==> src/rtl/udp_rx_strip.sv <==
// UDP receive stage: parses and strips the 8-byte UDP header, filters on destination port and
// checks payload length against the header. Define UDP_RX_STATS_EN to build the frame counters.
module udp_rx_strip #(
  parameter int          DATA_BYTES  = 1,
  parameter logic [15:0] LISTEN_PORT = 16'h0000
) (
  input  logic                    clk,
  input  logic                    reset_n,
  input  logic [8*DATA_BYTES-1:0] s_tdata,
  input  logic [DATA_BYTES-1:0]   s_tkeep,
  input  logic                    s_tvalid,
  input  logic                    s_tlast,
  output logic                    s_tready,
  output logic [8*DATA_BYTES-1:0] m_tdata,
  output logic [DATA_BYTES-1:0]   m_tkeep,
  output logic                    m_tvalid,
  output logic                    m_tlast,
  output logic                    m_tuser,
  input  logic                    m_tready,
  output logic [15:0]             src_port_out,
  output logic [15:0]             dest_port_out,
  output logic [15:0]             length_out,
  output logic                    hdr_valid_out,
  output logic [31:0]             stat_ok_out,
  output logic [31:0]             stat_drop_out,
  output logic [31:0]             stat_err_out
);

  localparam int HDR_BEATS = 8 / DATA_BYTES;
  localparam int CNT_W     = (HDR_BEATS > 1) ? $clog2(HDR_BEATS) : 1;
  localparam int POP_W     = $clog2(DATA_BYTES + 1);

  typedef enum logic [1:0] {ST_HDR, ST_PAYLOAD, ST_DROP} state_e;

  state_e                  state_q, state_d;
  logic [CNT_W-1:0]        hdr_cnt_q, hdr_cnt_d;
  logic [7:0][7:0]         hdr_q, hdr_d;          // byte 0 is the first byte on the wire
  logic [15:0]             expected_q, expected_d;
  logic [15:0]             payload_cnt_q, payload_cnt_d;
  logic [8*DATA_BYTES-1:0] m_tdata_q, m_tdata_d;
  logic [DATA_BYTES-1:0]   m_tkeep_q, m_tkeep_d;
  logic                    m_tvalid_q, m_tvalid_d;
  logic                    m_tlast_q, m_tlast_d;
  logic                    m_tuser_q, m_tuser_d;
  logic [15:0]             src_port_q, src_port_d;
  logic [15:0]             dest_port_q, dest_port_d;
  logic [15:0]             length_q, length_d;
  logic                    hdr_valid_q, hdr_valid_d;

  logic                    ready_w;
  logic                    beat_fire;
  logic                    last_hdr_beat;
  logic [POP_W-1:0]        keep_pop;
  logic [16:0]             sum_wide;
  logic [15:0]             sum_sat;
  logic                    len_err;
  logic [15:0]             f_src, f_dest, f_len;
  logic                    port_ok;

  // Reset gates ready directly so upstream sees a stalled sink for the whole reset window.
  assign s_tready      = reset_n && ready_w;
  assign beat_fire     = s_tvalid && s_tready;
  assign last_hdr_beat = (hdr_cnt_q == CNT_W'(HDR_BEATS - 1));

  assign sum_wide = {1'b0, payload_cnt_q} + 17'(keep_pop);
  assign sum_sat  = sum_wide[16] ? 16'hFFFF : sum_wide[15:0];
  assign len_err  = (sum_sat != expected_q);

  assign f_src   = {hdr_d[0], hdr_d[1]};
  assign f_dest  = {hdr_d[2], hdr_d[3]};
  assign f_len   = {hdr_d[4], hdr_d[5]};
  assign port_ok = (LISTEN_PORT == 16'h0000) || (f_dest == LISTEN_PORT);

  always_comb begin
    keep_pop = '0;
    for (int i = 0; i < DATA_BYTES; i++) begin
      keep_pop = keep_pop + POP_W'(s_tkeep[i]);
    end
  end

  always_comb begin
    hdr_d = hdr_q;
    if (state_q == ST_HDR && beat_fire) begin
      for (int i = 0; i < DATA_BYTES; i++) begin
        hdr_d[3'(int'(hdr_cnt_q) * DATA_BYTES + i)] = s_tdata[8*i +: 8];
      end
    end
  end

  // NOTE: every signal driven here gets a default first, so no path can infer a latch.
  always_comb begin
    state_d       = state_q;
    hdr_cnt_d     = hdr_cnt_q;
    expected_d    = expected_q;
    payload_cnt_d = payload_cnt_q;
    m_tdata_d     = m_tdata_q;
    m_tkeep_d     = m_tkeep_q;
    m_tvalid_d    = m_tvalid_q;
    m_tlast_d     = m_tlast_q;
    m_tuser_d     = m_tuser_q;
    src_port_d    = src_port_q;
    dest_port_d   = dest_port_q;
    length_d      = length_q;
    hdr_valid_d   = 1'b0;
    ready_w       = 1'b1;

    // The output register drains independently of state, so HDR can overlap the old last beat.
    if (m_tready) m_tvalid_d = 1'b0;

    unique case (state_q)
      ST_HDR: begin
        if (beat_fire) begin
          if (last_hdr_beat) begin
            hdr_cnt_d = '0;
            if (port_ok) begin
              src_port_d    = f_src;
              dest_port_d   = f_dest;
              length_d      = f_len;
              hdr_valid_d   = 1'b1;
              expected_d    = (f_len < 16'd8) ? 16'd0 : f_len - 16'd8;
              payload_cnt_d = '0;
              state_d       = s_tlast ? ST_HDR : ST_PAYLOAD;
            end else begin
              state_d = s_tlast ? ST_HDR : ST_DROP;
            end
          end else if (s_tlast) begin
            hdr_cnt_d = '0;
          end else begin
            hdr_cnt_d = hdr_cnt_q + CNT_W'(1);
          end
        end
      end
      ST_PAYLOAD: begin
        ready_w = !m_tvalid_q || m_tready;
        if (beat_fire) begin
          m_tdata_d     = s_tdata;
          m_tkeep_d     = s_tkeep;
          m_tvalid_d    = 1'b1;
          m_tlast_d     = s_tlast;
          m_tuser_d     = s_tlast && len_err;
          payload_cnt_d = sum_sat;
          if (s_tlast) state_d = ST_HDR;
        end
      end
      ST_DROP: begin
        if (beat_fire && s_tlast) state_d = ST_HDR;
      end
      default: state_d = ST_HDR;
    endcase
  end

  // NOTE: sequential state uses non-blocking assignments so every flop samples pre-edge values.
  always_ff @(posedge clk or negedge reset_n) begin
    if (!reset_n) begin
      state_q       <= ST_HDR;
      hdr_cnt_q     <= '0;
      hdr_q         <= '0;
      expected_q    <= '0;
      payload_cnt_q <= '0;
      m_tdata_q     <= '0;
      m_tkeep_q     <= '0;
      m_tvalid_q    <= 1'b0;
      m_tlast_q     <= 1'b0;
      m_tuser_q     <= 1'b0;
      src_port_q    <= '0;
      dest_port_q   <= '0;
      length_q      <= '0;
      hdr_valid_q   <= 1'b0;
    end else begin
      state_q       <= state_d;
      hdr_cnt_q     <= hdr_cnt_d;
      hdr_q         <= hdr_d;
      expected_q    <= expected_d;
      payload_cnt_q <= payload_cnt_d;
      m_tdata_q     <= m_tdata_d;
      m_tkeep_q     <= m_tkeep_d;
      m_tvalid_q    <= m_tvalid_d;
      m_tlast_q     <= m_tlast_d;
      m_tuser_q     <= m_tuser_d;
      src_port_q    <= src_port_d;
      dest_port_q   <= dest_port_d;
      length_q      <= length_d;
      hdr_valid_q   <= hdr_valid_d;
    end
  end

  assign m_tdata       = m_tdata_q;
  assign m_tkeep       = m_tkeep_q;
  assign m_tvalid      = m_tvalid_q;
  assign m_tlast       = m_tlast_q;
  assign m_tuser       = m_tuser_q;
  assign src_port_out  = src_port_q;
  assign dest_port_out = dest_port_q;
  assign length_out    = length_q;
  assign hdr_valid_out = hdr_valid_q;

`ifdef UDP_RX_STATS_EN
  logic        frame_end, ok_inc, drop_inc, err_inc;
  logic [31:0] stat_ok_q, stat_drop_q, stat_err_q;

  assign frame_end = beat_fire && s_tlast;
  assign ok_inc    = frame_end && ((state_q == ST_HDR && last_hdr_beat && port_ok) ||
                                   (state_q == ST_PAYLOAD && !len_err));
  assign drop_inc  = frame_end && ((state_q == ST_HDR && !(last_hdr_beat && port_ok)) ||
                                   (state_q == ST_DROP));
  assign err_inc   = frame_end && (state_q == ST_PAYLOAD) && len_err;

  always_ff @(posedge clk or negedge reset_n) begin
    if (!reset_n) begin
      stat_ok_q   <= '0;
      stat_drop_q <= '0;
      stat_err_q  <= '0;
    end else begin
      if (ok_inc)   stat_ok_q   <= stat_ok_q + 32'd1;
      if (drop_inc) stat_drop_q <= stat_drop_q + 32'd1;
      if (err_inc)  stat_err_q  <= stat_err_q + 32'd1;
    end
  end

  assign stat_ok_out   = stat_ok_q;
  assign stat_drop_out = stat_drop_q;
  assign stat_err_out  = stat_err_q;
`else
  assign stat_ok_out   = '0;
  assign stat_drop_out = '0;
  assign stat_err_out  = '0;
`endif

endmodule

==> config.mk <==
export PLATFORM = sky130hd
export DESIGN_NAME = udp_rx_strip
export DESIGN_NICKNAME = d
export VERILOG_FILES = /design/src/rtl/udp_rx_strip.sv
export SDC_FILE = /design/constraint.sdc
export NUM_CORES = 1
export LEC_CHECK = 0
export ABC_CLOCK_PERIOD_IN_PS = 4000
export CORE_ASPECT_RATIO = 1.1
export CORE_UTILIZATION = 54
export CTS_CLUSTER_DIAMETER = 120
export DETAILED_ROUTE_END_ITERATION = 8
export GPL_TIMING_DRIVEN = 1
export HOLD_SLACK_MARGIN = 0.12
export PLACE_DENSITY = 0.88
export SLEW_MARGIN = 20
export SYNTH_ARGS = -nofsm -noshare
export SYNTH_HDL_FRONTEND = slang
export SYNTH_SLANG_ARGS = --single-unit
==> constraint.sdc <==
create_clock -name clk -period 4 [get_ports clk]
set_input_delay 0.8 -clock clk [delete_from_list [all_inputs] [get_ports clk]]
set_output_delay 0.8 -clock clk [all_outputs]
set_load 0.01 [all_outputs]
==> run summary <==
Main synth FF type - dfrtp_1
post-synth top area cell - dfrtp_1
count leader, synth - nand2_1
grt ovf - 0
synthesized cell area - 7250 um2
GRT busiest layer - met2
postcts setup bufs - 0
fraction of layout cells with a size suffix above 1 - 11.6%
worst min path class - input pin to asynchronous set/reset pin
number of synthesized register bits - 145
final setup fails - 0
Detail Route Antenna Nets - 0
Setup TNS Final - 0 ps
setup ws final - 843 ps
reg2reg start - payload_cnt_q[0]$_DFFE_PN0P_
R2R depth - 9
top-area cell type share of the netlist area - 50.1%
antenna cell count - 0
met3 GRT Util - 3.53%
DR vias/cell - 5.19
first-pass GRT wire length - 24.8 mm
clk_skew - 8.17 ps
sequential cell area fraction in the yosys report - 50.1%
largest cells by area after synthesis - dfrtp_1 50%, nand2_1 11%, buf_4 9.9%
Pre-antenna DRT Iters - 6
worst-margin pin slew - 1090 ps
final hold vios - 0
Crit Path Max Fanout - 7
CP startpoint - s_tkeep
core area - 13200 um2
run status - completed
Area growth syn-to-layout - 14.2%
Worst VDD drop - 0.255 mV
TritonCTS clock tree - built
H-tree levels - 4
pre-CTS WS - 437 ps
CTS Hold Bufs - 0
Initial Utilization - 55.1%
RSZ-0062 raised after global routing - no
initial antenna violation count - 0
vias - 5165
PD cells - 433 nW/um2
GRT Total Usage - 23.1%
Avg Inst Size Synth - 9.47 um2
WL final - 14.9 mm
Root Buffer - clkbuf_16
crit path launch type - input pin
clock slew at reported path FFs - 60 ps
final net count - 841
Leakage - 4.09 nW
Setup Crit Path Kind - input pin to register
number of global-route vias before repair - 4803
port buffer count - 75
GR met1 Demand/Resource - 31.9%
Critical Path AT - 3440 ps
total CTS buffers - 17
Period minus WS final - 3160 ps
WL per Instance - 15.0 um
largest net degree at the start of global routing - 80
Die Y - 123 um
DIE WIDTH - 112 um
Die ar. - 13900 um2
Clk Latency, worst-skew pair - 420 ps
First DRT Iteration DRCs - 306
Worst setup EP type - register
f_max - 317 MHz
synthesis warning total - 0
HPWL Detailed - 10.2 mm
worst r2r dst - m_tuser$_DFFE_PN0P_
synth cell count leaders - 209 x nand2_1, 145 x dfrtp_1, 96 x buf_4
# IOs - 172
met2 Use GR - 37.1%
Post-Syn Instances - 765
# rows - 44
max cap viols - 0
Unique masters post-synth - 57
Final Cycle Share - 78.9%
Slew Limit Fails - 0
CTS sink count - 145
async set-reset flop share out of synthesis - 100%
# DRC - 0
CP endpoint - m_tuser$_DFFE_PN0P_
EDFF count, synth - 0
Slew headroom - 27.5%
Required @ worst endpoint - 4280 ps
R2R setup slack - 1370 ps
CTS max path bufs - 2
RD Place Congestion - 0.866
# resized after CTS - 0
-- logic make-up (layout without fill, tap and decap cells) --
logic type | count (synthesis) | in the layout | share of synthesized area [%]
other | 1 | 96 | 0.0518
adders and majority gates | 6 | 6 | 1.04
DFF | 145 | 145 | 50.1
AOI/OAI and AO/OA | 84 | 84 | 7.41
muxes | 38 | 38 | 5.82
xor gates and xnor gates | 23 | 23 | 2.78
and+or+nand+nor | 311 | 311 | 19.4
buffers and inverters | 157 | 131 | 13.5
-- routing by layer --
layer | wire, um | share of wire [%]
met5 | 0 | 0
met4 | 194 | 1.3
met3 | 764 | 5.1
met2 | 7380 | 49
met1 | 6570 | 44
-- sequential cells by signal, summed over array words and instances (netlist names) --
name and cells:
payload_cnt_q 16, hdr_q 48, hdr_valid_out 1, state_q 1
m_tkeep 1, expected_q 16, m_tvalid 1, dest_port_out 16
m_tdata 8, m_tlast 1, length_out 16, hdr_cnt_q 3
src_port_out 16, m_tuser 1
-- layout make-up --
cell class	count	area [um2]
Multi-Input combinational cell	558	3000
Clock buffer	17	425
Fill cell	1071	4880
Tap cell	161	201
Sequential cell	145	3630
Inverter	15	56.3
Timing Repair Buffer	84	820
Clock inverter	15	140
-- layout by cell type (no fill, tap or decap), drive strengths merged, types with 2 or more instances in the layout --
cell           instances
clkinv                 5
a22o                   3
mux2i                  5
o21ai                 44
clkinvlp               3
nand3                 16
nand2                210
nor2b                  3
nor4                  11
nand3b                 3
mux2                  33
xor2                   4
buf                   10
clkdlybuf4s50         74
inv                   22
nand2b                 6
a211oi                 3
dfrtp                145
o41ai                  2
xnor2                 19
o211ai                 2
ha                     6
o22ai                  3
clkbuf                17
or4                    3
nor2                  27
a32oi                  2
a31oi                  7
conb                  96
nand4                  9
and3                   4
or3                    2
a21oi                 11
nor3b                  2
and4                   2
nor3                  12
-- critical path, stage by stage --
cell             delay, ps
clkdlybuf4s50_1        500
ha_1                   240
ha_1                   330
nand4_1                290
o41ai_1                400
a211oi_1               130
nor4_1                 290
nand4_1                120
a211oi_1               230
a31oi_1                110
-- power breakdown --
group	internal, mW	leakage, nW	switching (mW)
Sequential	1.63	1.95	0.0582
Combinational	0.184	1.87	0.214
Clock	0.820	0.268	0.674
-- through the flow --
stage | cells | utilization, % | hold WS [ps] | cell area [um2] | power (mW)
2_1_floorplan | 860 | - | 451 | 7600 | 2.03
3_3_place_gp | 963 | 58.6 | 389 | 7710 | 2.08
3_5_place_dp | 963 | 58.6 | 389 | 7710 | 2.11
4_1_cts | 995 | 62.9 | 189 | 8270 | 3.61
5_1_grt | 995 | 62.9 | 193 | 8270 | 3.75
6_report | 995 | 62.9 | 198 | 8270 | 3.58
-- how the worst min path moves through the flow --
stage	endpoint	slack [ps]	cells past startpoint
6_report	payload_cnt_q[13]$_DFFE_PN0P_	200	1
5_1_grt	payload_cnt_q[13]$_DFFE_PN0P_	190	1
4_1_cts	payload_cnt_q[13]$_DFFE_PN0P_	190	1
3_5_place_dp	hdr_q[41]$_DFF_PN0_	390	0
3_3_place_gp	hdr_q[41]$_DFF_PN0_	390	0
2_1_floorplan	hdr_q[40]$_DFF_PN0_	450	1
Note: power is estimated with default switching activity, not from simulation.
